## config.mk

```make
export PLATFORM = sky130hd
export DESIGN_NAME = alu_cmd_sequencer
export DESIGN_NICKNAME = d
export VERILOG_FILES = /design/src/rtl/alu_cmd_sequencer.sv
export SDC_FILE = /design/constraint.sdc
export NUM_CORES = 1
export LEC_CHECK = 0
export CAP_MARGIN = 20
export CORE_UTILIZATION = 52
export CTS_CLUSTER_DIAMETER = 120
export DETAILED_ROUTE_END_ITERATION = 16
export PLACE_DENSITY = 0.79
export SYNTH_ARGS = -nofsm -noshare
export SYNTH_HDL_FRONTEND = slang
export SYNTH_SLANG_ARGS = --single-unit
```

## constraint.sdc

```tcl
create_clock -name clk -period 7.4 [get_ports clk]
set_input_delay 1.11 -clock clk [delete_from_list [all_inputs] [get_ports clk]]
set_output_delay 1.11 -clock clk [all_outputs]
set_load 0.03 [all_outputs]
```

## src/rtl/alu_cmd_sequencer.sv

```systemverilog
// alu_cmd_sequencer: buffers ALU commands in a small FIFO, issues them one at
// a time through registered operand ports to an external combinational ALU,
// captures the 64-bit result one cycle later and hands it out over a
// valid/ready response port with divide-by-zero flagging and an op counter.
module alu_cmd_sequencer #(
  parameter int DEPTH = 4,
  parameter int CNT_W = 16
) (
  input  logic                     clk,
  input  logic                     rst,
  input  logic                     cmd_valid,
  output logic                     cmd_ready,
  input  logic [31:0]              cmd_a,
  input  logic [31:0]              cmd_b,
  input  logic [2:0]               cmd_sel,
  output logic [31:0]              alu_a,
  output logic [31:0]              alu_b,
  output logic [2:0]               alu_sel,
  input  logic [63:0]              alu_result,
  output logic                     rsp_valid,
  input  logic                     rsp_ready,
  output logic [63:0]              rsp_data,
  output logic [2:0]               rsp_sel,
  output logic                     rsp_div0,
  output logic [$clog2(DEPTH):0]   fifo_count,
  output logic [CNT_W-1:0]         op_count
);

  localparam int AW = $clog2(DEPTH);
  localparam logic [AW:0] FULL_CNT = (AW+1)'(DEPTH);
  localparam logic [2:0]  SEL_DIV  = 3'b011;

  typedef struct packed {
    logic [31:0] a;
    logic [31:0] b;
    logic [2:0]  sel;
  } cmd_t;

  typedef enum logic [1:0] {
    IDLE,
    EXEC,
    RESP
  } state_t;

  cmd_t          mem [DEPTH];
  cmd_t          head;
  logic [AW-1:0] wr_ptr;
  logic [AW-1:0] rd_ptr;
  logic [AW:0]   count;
  state_t        state;
  logic          push;
  logic          pop;
  logic          div0_now;

  assign fifo_count = count;
  assign cmd_ready  = (count != FULL_CNT);
  assign push       = cmd_valid && cmd_ready;
  // The FSM only pops after checking occupancy, so the FIFO never underflows.
  assign pop        = (count != '0) &&
                      ((state == IDLE) || (state == RESP && rsp_ready));
  assign head       = mem[rd_ptr];
  assign div0_now   = (alu_sel == SEL_DIV) && (alu_b == '0);

  // Command storage: written on push, read combinationally at the head.
  // NOTE: the storage array has no reset; validity is tracked by count/pointers,
  // so clearing it would only cost reset fan-out.
  always_ff @(posedge clk) begin
    if (push) mem[wr_ptr] <= cmd_t'{a: cmd_a, b: cmd_b, sel: cmd_sel};
  end

  // FIFO pointers and occupancy; pointers wrap naturally since DEPTH is 2^AW.
  // NOTE: all clocked state uses non-blocking assignments so every register
  // samples pre-edge values regardless of statement order.
  always_ff @(posedge clk or posedge rst) begin
    if (rst) begin
      wr_ptr <= '0;
      rd_ptr <= '0;
      count  <= '0;
    end else begin
      if (push) wr_ptr <= wr_ptr + 1'b1;
      if (pop)  rd_ptr <= rd_ptr + 1'b1;
      unique case ({push, pop})
        2'b10:   count <= count + 1'b1;
        2'b01:   count <= count - 1'b1;
        default: count <= count;
      endcase
    end
  end

  // Issue/capture/response FSM with all ALU and response outputs registered.
  always_ff @(posedge clk or posedge rst) begin
    if (rst) begin
      state     <= IDLE;
      alu_a     <= '0;
      alu_b     <= '0;
      alu_sel   <= '0;
      rsp_valid <= 1'b0;
      rsp_data  <= '0;
      rsp_sel   <= '0;
      rsp_div0  <= 1'b0;
      op_count  <= '0;
    end else begin
      unique case (state)
        IDLE: begin
          if (pop) begin
            alu_a   <= head.a;
            alu_b   <= head.b;
            alu_sel <= head.sel;
            state   <= EXEC;
          end
        end
        EXEC: begin
          // ALU has had a full cycle to settle on the registered operands.
          rsp_valid <= 1'b1;
          rsp_sel   <= alu_sel;
          rsp_div0  <= div0_now;
          rsp_data  <= div0_now ? '1 : alu_result;
          state     <= RESP;
        end
        RESP: begin
          if (rsp_ready) begin
            op_count  <= op_count + 1'b1;
            rsp_valid <= 1'b0;
            if (pop) begin
              alu_a   <= head.a;
              alu_b   <= head.b;
              alu_sel <= head.sel;
              state   <= EXEC;
            end else begin
              state   <= IDLE;
            end
          end
        end
        default: state <= IDLE;
      endcase
    end
  end

endmodule

```

==> implementation parameters, run 1 <==
Parameter                              Value

Placement
  Half-perimeter wire length after detailed placement ... 21.8 mm
  Buffers on Ports ... 290
  Cell Count Post-Placement ... 1,555
  Final RePlAce weighted congestion ... 0.802
  Area of placed instances ... 0.0194 mm²

Logic synthesis
  Most area-consuming cells after synthesis ... sky130_fd_sc_hd__edfxtp_1 50%, sky130_fd_sc_hd__dfrtp_1 25%, sky130_fd_sc_hd__mux4_2 9.4%
  Area of the mapped netlist ... 0.0161 mm²
  Share of Yosys cell area claimed by the top area cell type ... 49.9%
  Part of the Yosys area used for sequential elements ... 74.9%
  Share of synthesized flip-flops with an asynchronous set or reset ... 37.5%
  Syn_area_per_cell ... 17.7 µm²
  Yosys synthesis warning count ... 0
  Cells after Synth ... 909
  Most common cell in the synthesized netlist ... sky130_fd_sc_hd__edfxtp_1
  Largest area contributor in the netlist ... sky130_fd_sc_hd__edfxtp_1
  Most used DFF post-synth ... sky130_fd_sc_hd__edfxtp_1
  Seq cells post-synth ... 429
  Post-synth EDFFs ... 268
  Post-Syn Nets ... 1,051
  Distinct cells, synth ... 35
  Leading cell types by count after synthesis ... 268 x sky130_fd_sc_hd__edfxtp_1, 161 x sky130_fd_sc_hd__dfrtp_1, 148 x sky130_fd_sc_hd__nand2_1

Setup path
  Worst flop-to-flop path startpoint ... rd_ptr[0]
  Levels on crit path ... 3
  Biggest cell delay along the critical path ... 720 ps
  Required @ worst endpoint ... 6290 ps
  Data arrival at the endpoint of the critical path ... 1990 ps
  Start-to-end type of the worst setup path ... flip-flop to output port
  Crit path max fanout ... 6
  Number of buffers and inverters on the critical path ... 2
  Critical Path End Type ... output port
  Sort of element at the start of the critical path ... flip-flop
  Worst path slowest cell ... sky130_fd_sc_hd__clkdlybuf4s50_1
  FF-to-FF path depth ... 3
  Worst path cell trace ... inv_1 > nand3_1 > clkdlybuf4s50_1
  Top delay family on crit path ... buffers and inverters
  Start point of the critical path ... fifo_count[0]

Final layout
  Layout fillers ... 2,051
  Cell Count, Final, Fillers Out ... 1,639
  Nets@finish ... 1,349
  Final core utilization ... 68.2%
  Fin area ... 0.0209 mm²
  Relative area change from synthesis to final layout ... 29.3%
  Share of layout cells above drive strength 1 ... 18.2%

CTS
  Max clock buf depth ... 3
  Post-cts sizing count ... 0
  Source-to-sink clock delay at the later pin of the worst-skew pair ... 540 ps
  Number of CTS-inserted buffers ... 43
  Buffers inserted by post-CTS timing repair ... 0
  CTS clock-pin slew for the worst setup and hold paths ... 60 ps
  CTS tree ... yes
  # hold bufs at CTS ... 0
  CTS H-tree lvls ... 2
  Clk root buf ... sky130_fd_sc_hd__clkbuf_16
  Sinks on Clock Net ... 429

Pwr
  PD cells ... 456 mW/mm²
  Worst supply voltage drop on vdd ... 0.000309 V
  Power spent charging and discharging nets ... 3.30 mW
  Internal cell power ... 6.21 mW
  Seq pwr share ... 40.2%
  Relative contribution of the clock network to total power ... 22.2%
  LEAKAGE ... 7.82 nW
  Switching share of total power ... 34.7%
  Combinational share of power ... 37.6%
  Final Total Pwr ... 9.51 mW

STA
  Max Clk Rate ... 322 MHz
  Unrepaired setup endpoints after global routing ... false
  Final Critical Period ... 3100 ps
  Setup violators final ... 0
  Final Hold Violating Endpoints ... 0
  Part of the cycle the worst path needs ... 41.9%
  Setup total negative slack ... 0 ps
  Max-slew violation total from the final report ... 0
  Worst Max-Slew Pin Slew ... 1070 ps
  Slew Limit Headroom ... 28.7%
  Final clock skew ... 13.4 ps

GRT
  Overall Global Routing Usage ... 22.9%
  Via count of the first global-routing pass ... 9,460
  Pin count of the biggest net entering global routing ... 98
  Antenna violations before repair ... 2
  Overflow left after global routing ... 0
  Global-route wire length before repair ... 54.0 mm

Drt
  Post-DR vias/cell ... 5.47
  Iteration count of the initial detailed-routing pass ... 5
  Wire per inst ... 21.9 µm
  Count of routing violations after the opening detailed-route iteration ... 601
  Post-detailed-route DRC marker count ... 0
  Post-detailed-route count of antenna-violating nets ... 0
  Wire length after detailed routing ... 35.9 mm
  Overall via count from detail_route ... 8,972

Die
  Core area ... 0.0306 mm²
  Area of the die ... 0.0317 mm²
  Initial cell density of the core ... 52.7%
  Core Rows ... 64
  Horizontal extent of the die ... 178 µm
  Total I/O pin count ... 291
  Chip Height ... 178 µm

Hold path
  Hold Crit Depth ... 1
  Hold Startpoint ... op_count[15]
  Worst min-delay path category ... flip-flop to flip-flop

Flow run
  Number of maximum-capacitance constraint violations ... 0

Run status
  Outcome ... finished, final reports clean
[stage by stage]
step / worst slack (ps) / hold slack (ps)
after global routing: 4210 / 514
after global placement: 3870 / 463
after floorplan: 1940 / 484
after CTS: 4280 / 476
after detailed placement: 3800 / 468
final: 4300 / 472
[logic make-up after synthesis]
logic type	Yosys count	share of synthesized area, %
xor gates and xnor gates	21	1.14
adders and majority gates	7	0.589
AOI/OAI and AO/OA	3	0.155
buffers and inverters	56	1.70
muxes	136	14.2
DFF	429	74.9
and+or+nand+nor	257	7.39
[state kept, by name, summed over array words and instances (netlist names), 3 cells and up]
register,flops
alu_a,32
alu_b,32
alu_sel,3
fifo_count,3
mem,268
op_count,16
rsp_data,64
rsp_sel,3
[cell usage in the layout (no fill, tap or decap), types with 2 or more instances in the layout]
cell / netlist / routed
sky130_fd_sc_hd__xor2_1: 6 / 6
sky130_fd_sc_hd__clkbuf_16: 0 / 47
sky130_fd_sc_hd__dfrtp_1: 161 / 159
sky130_fd_sc_hd__and3_4: 0 / 4
sky130_fd_sc_hd__clkdlybuf4s50_1: 0 / 290
sky130_fd_sc_hd__edfxtp_1: 268 / 268
sky130_fd_sc_hd__mux2_2: 68 / 68
sky130_fd_sc_hd__buf_4: 1 / 6
sky130_fd_sc_hd__nand3_2: 10 / 10
sky130_fd_sc_hd__clkbuf_8: 0 / 7
sky130_fd_sc_hd__nand4_1: 7 / 7
sky130_fd_sc_hd__clkinv_1: 0 / 7
sky130_fd_sc_hd__mux4_2: 67 / 67
sky130_fd_sc_hd__nor3_1: 3 / 3
sky130_fd_sc_hd__ha_1: 6 / 6
sky130_fd_sc_hd__clkinv_2: 0 / 3
sky130_fd_sc_hd__nor2_1: 8 / 8
sky130_fd_sc_hd__xnor2_1: 15 / 15
sky130_fd_sc_hd__nand2_1: 148 / 148
sky130_fd_sc_hd__inv_1: 10 / 9
sky130_fd_sc_hd__nor4_1: 8 / 8
sky130_fd_sc_hd__inv_6: 0 / 2
sky130_fd_sc_hd__dfrtp_4: 0 / 2
sky130_fd_sc_hd__clkbuf_1: 26 / 12
sky130_fd_sc_hd__diode_2: 0 / 2
sky130_fd_sc_hd__nand3_1: 58 / 58
sky130_fd_sc_hd__buf_16: 0 / 2
[worst reg2reg max path: stages (launching register included)]
cell and delay (ps):
sky130_fd_sc_hd__dfrtp_4 730, sky130_fd_sc_hd__buf_4 850, sky130_fd_sc_hd__mux4_2 650, sky130_fd_sc_hd__mux2_2 280
[power by group through the flow]
stage / combinational (mW) / clock [mW] / sequential [mW]
floorplan: 1.62 / 0 / 4.41
global placement: 3.52 / 0 / 3.85
detailed placement: 3.59 / 0 / 3.88
CTS: 3.61 / 2.15 / 3.85
global route: 3.83 / 2.23 / 3.91
finish: 3.58 / 2.11 / 3.82
[worst paths after layout]
check	slack [ps]	to
worst min-delay path	470	op_count[15]
worst max register to register	4770	alu_a[5]
min in group asynchronous	980	alu_b[14]
worst max-delay path	4300	cmd_ready
max in group asynchronous	4930	rsp_data[2]
worst min register to register	470	op_count[15]
[area by class of cell]
cell class / count / area [µm²] / share of cell area [%]
Antenna cell: 2 / 5.00 / 0.0240
Clock buffer: 66 / 1320 / 6.32
Clock inverter: 13 / 73.8 / 0.354
Inverter: 10 / 42.5 / 0.204
Multi-Input combinational cell: 424 / 3820 / 18.3
Sequential cell: 429 / 12100 / 57.9
Tap cell: 396 / 495 / 2.38
Timing Repair Buffer: 299 / 3020 / 14.5
[metal layers]
| layer | up-vias | global-route usage, % | wire (µm) |
|---|---|---|---|
| li1 | 4006 | - | - |
| met1 | 4581 | 27.1 | 13900 |
| met2 | 321 | 40.6 | 18200 |
| met3 | 64 | 6.37 | 2920 |
| met4 | 0 | 6.80 | 860 |
| met5 | - | 0 | 0 |
No activity file was read; power rests on OpenSTA's default activity.
==> inputs of run 2 (changes only) <==
- clock period: 7.4 -> 3 ns (I/O delays scaled with it)
==> implementation parameters, run 2 (synthesized netlist as in run 1, its figures left out) <==
Parameter                              Value

Setup path
  Worst path slowest cell ... sky130_fd_sc_hd__clkdlybuf4s50_1
  Number of buffers and inverters on the critical path ... 2
  Top delay family on crit path ... buffers and inverters
  Worst setup slack for register-to-register paths ... 650 ps
  Worst flop-to-flop path startpoint ... alu_b[11]
  Crit path max fanout ... 6
  Biggest cell delay along the critical path ... 750 ps
  Data arrival at the endpoint of the critical path ... 1960 ps
  Sort of element at the start of the critical path ... flip-flop
  Critical Path End Type ... output port
  FF-to-FF path depth ... 4
  Required @ worst endpoint ... 2550 ps
  Capture point of the worst path ... cmd_ready
  Start point of the critical path ... fifo_count[1]
  Start-to-end type of the worst setup path ... flip-flop to output port
  Levels on crit path ... 3
  Worst path cell trace ... inv_1 > nand3_1 > clkdlybuf4s50_1
  End of the worst register-to-register path ... rsp_data[5]

Final layout
  Share of layout cells above drive strength 1 ... 18.6%
  Most common library cell in the layout ignoring fill and taps ... sky130_fd_sc_hd__clkdlybuf4s50_1
  Commonest non-fill, non-tap cells in the layout ... 290 x sky130_fd_sc_hd__clkdlybuf4s50_1, 268 x sky130_fd_sc_hd__edfxtp_1, 159 x sky130_fd_sc_hd__dfrtp_1
  Nets@finish ... 1,356
  Max reg flops ... 268
  Layout fillers ... 1,985
  Relative area change from synthesis to final layout ... 30.0%
  Fin area ... 0.0210 mm²
  Largest register by flop count ... mem
  Largest registers ... mem (268), rsp_data (64)

Flow run
  Number of maximum-capacitance constraint violations ... 0

GRT
  Pin count of the biggest net entering global routing ... 70
  Overall Global Routing Usage ... 23.0%
  Overflow left after global routing ... 0
  Global-route wire length before repair ... 54.2 mm
  Antenna violations before repair ... 4
  Via count of the first global-routing pass ... 9,455

CTS
  Number of CTS-inserted buffers ... 43
  CTS H-tree lvls ... 2
  CTS tree ... yes
  Clk root buf ... sky130_fd_sc_hd__clkbuf_16
  Source-to-sink clock delay at the later pin of the worst-skew pair ... 520 ps
  # hold bufs at CTS ... 0
  Post-cts sizing count ... 0
  Max clock buf depth ... 3
  CTS clock-pin slew for the worst setup and hold paths ... 60 ps
  Buffers inserted by post-CTS timing repair ... 0
  Sinks on Clock Net ... 429

STA
  Slew Limit Headroom ... 50.1%
  Final clock skew ... 18.6 ps
  Max Clk Rate ... 416 MHz
  Part of the cycle the worst path needs ... 80.2%
  Max-slew violation total from the final report ... 0
  Final Critical Period ... 2410 ps
  Unrepaired setup endpoints after global routing ... false
  Setup violators final ... 0
  Final Hold Violating Endpoints ... 0
  Setup total negative slack ... 0 ps
  Worst Max-Slew Pin Slew ... 748 ps

Die
  Chip Height ... 178 µm
  Initial cell density of the core ... 52.7%
  Horizontal extent of the die ... 178 µm
  Area of the die ... 0.0317 mm²
  Core Rows ... 64
  Core area ... 0.0306 mm²
  Total I/O pin count ... 291

Drt
  Post-detailed-route DRC marker count ... 0
  Post-DR vias/cell ... 5.42
  Overall via count from detail_route ... 8,935
  Wire per inst ... 21.6 µm
  Iteration count of the initial detailed-routing pass ... 4
  Post-detailed-route count of antenna-violating nets ... 0
  Count of routing violations after the opening detailed-route iteration ... 618
  Wire length after detailed routing ... 35.6 mm

Placement
  Half-perimeter wire length after detailed placement ... 21.9 mm
  Buffers on Ports ... 290
  Area of placed instances ... 0.0196 mm²
  Final RePlAce weighted congestion ... 0.808

Pwr
  PD cells ... 1120 mW/mm²
  LEAKAGE ... 7.86 nW
  Worst supply voltage drop on vdd ... 0.000793 V

Run status
  Outcome ... finished, final reports clean

Hold path
  Worst min-delay path category ... primary input to async pin
run 2: report_power, final:
part	total, mW	internal, mW	switching (mW)	leakage (nW)
logic	9.19	4.21	4.98	2.81
clock network	5.07	2.98	2.09	0.659
registers	9.23	8.18	1.04	4.40
total	23.5	15.4	8.11	7.86
run 2: layer usage:
metal	global-route usage (%)	up-vias	wire length, µm
li1	-	4032	-
met1	27.6	4589	13600
met2	40.7	281	18500
met3	6.86	33	3060
met4	5.13	0	407
met5	0	-	0
run 2: final cells by class:
cell class	count	area [µm²]	share of cell area [%]
multi-input combinational	424	3820	18.2
timing repair buffer	306	3160	15.1
inverter	10	41.3	0.197
clock buffer	70	1270	6.05
tap	396	495	2.36
clock inverter	10	90.1	0.430
sequential	429	12100	57.6
antenna	4	10.0	0.0477
run 2: metrics by stage:
step	std cells	worst slack [ps]	power (mW)	hold slack (ps)	util, %
after CTS	1645	560	23.8	386	68.5
after global placement	1565	496	18.4	462	64.1
final	1649	594	23.5	381	68.5
after detailed placement	1565	476	18.6	479	64.1
after floorplan	909	507	14.9	484	-
after global routing	1647	461	24.7	413	68.5
run 2: worst min-delay path by stage:
stage | end | slack [ps] | cells after the start
floorplan | state[0] | 480 | 1
global placement | rsp_div0 | 460 | 2
detailed placement | rsp_sel[1] | 480 | 2
CTS | rsp_data[54] | 390 | 2
global route | rsp_data[54] | 410 | 2
finish | rsp_data[54] | 380 | 2
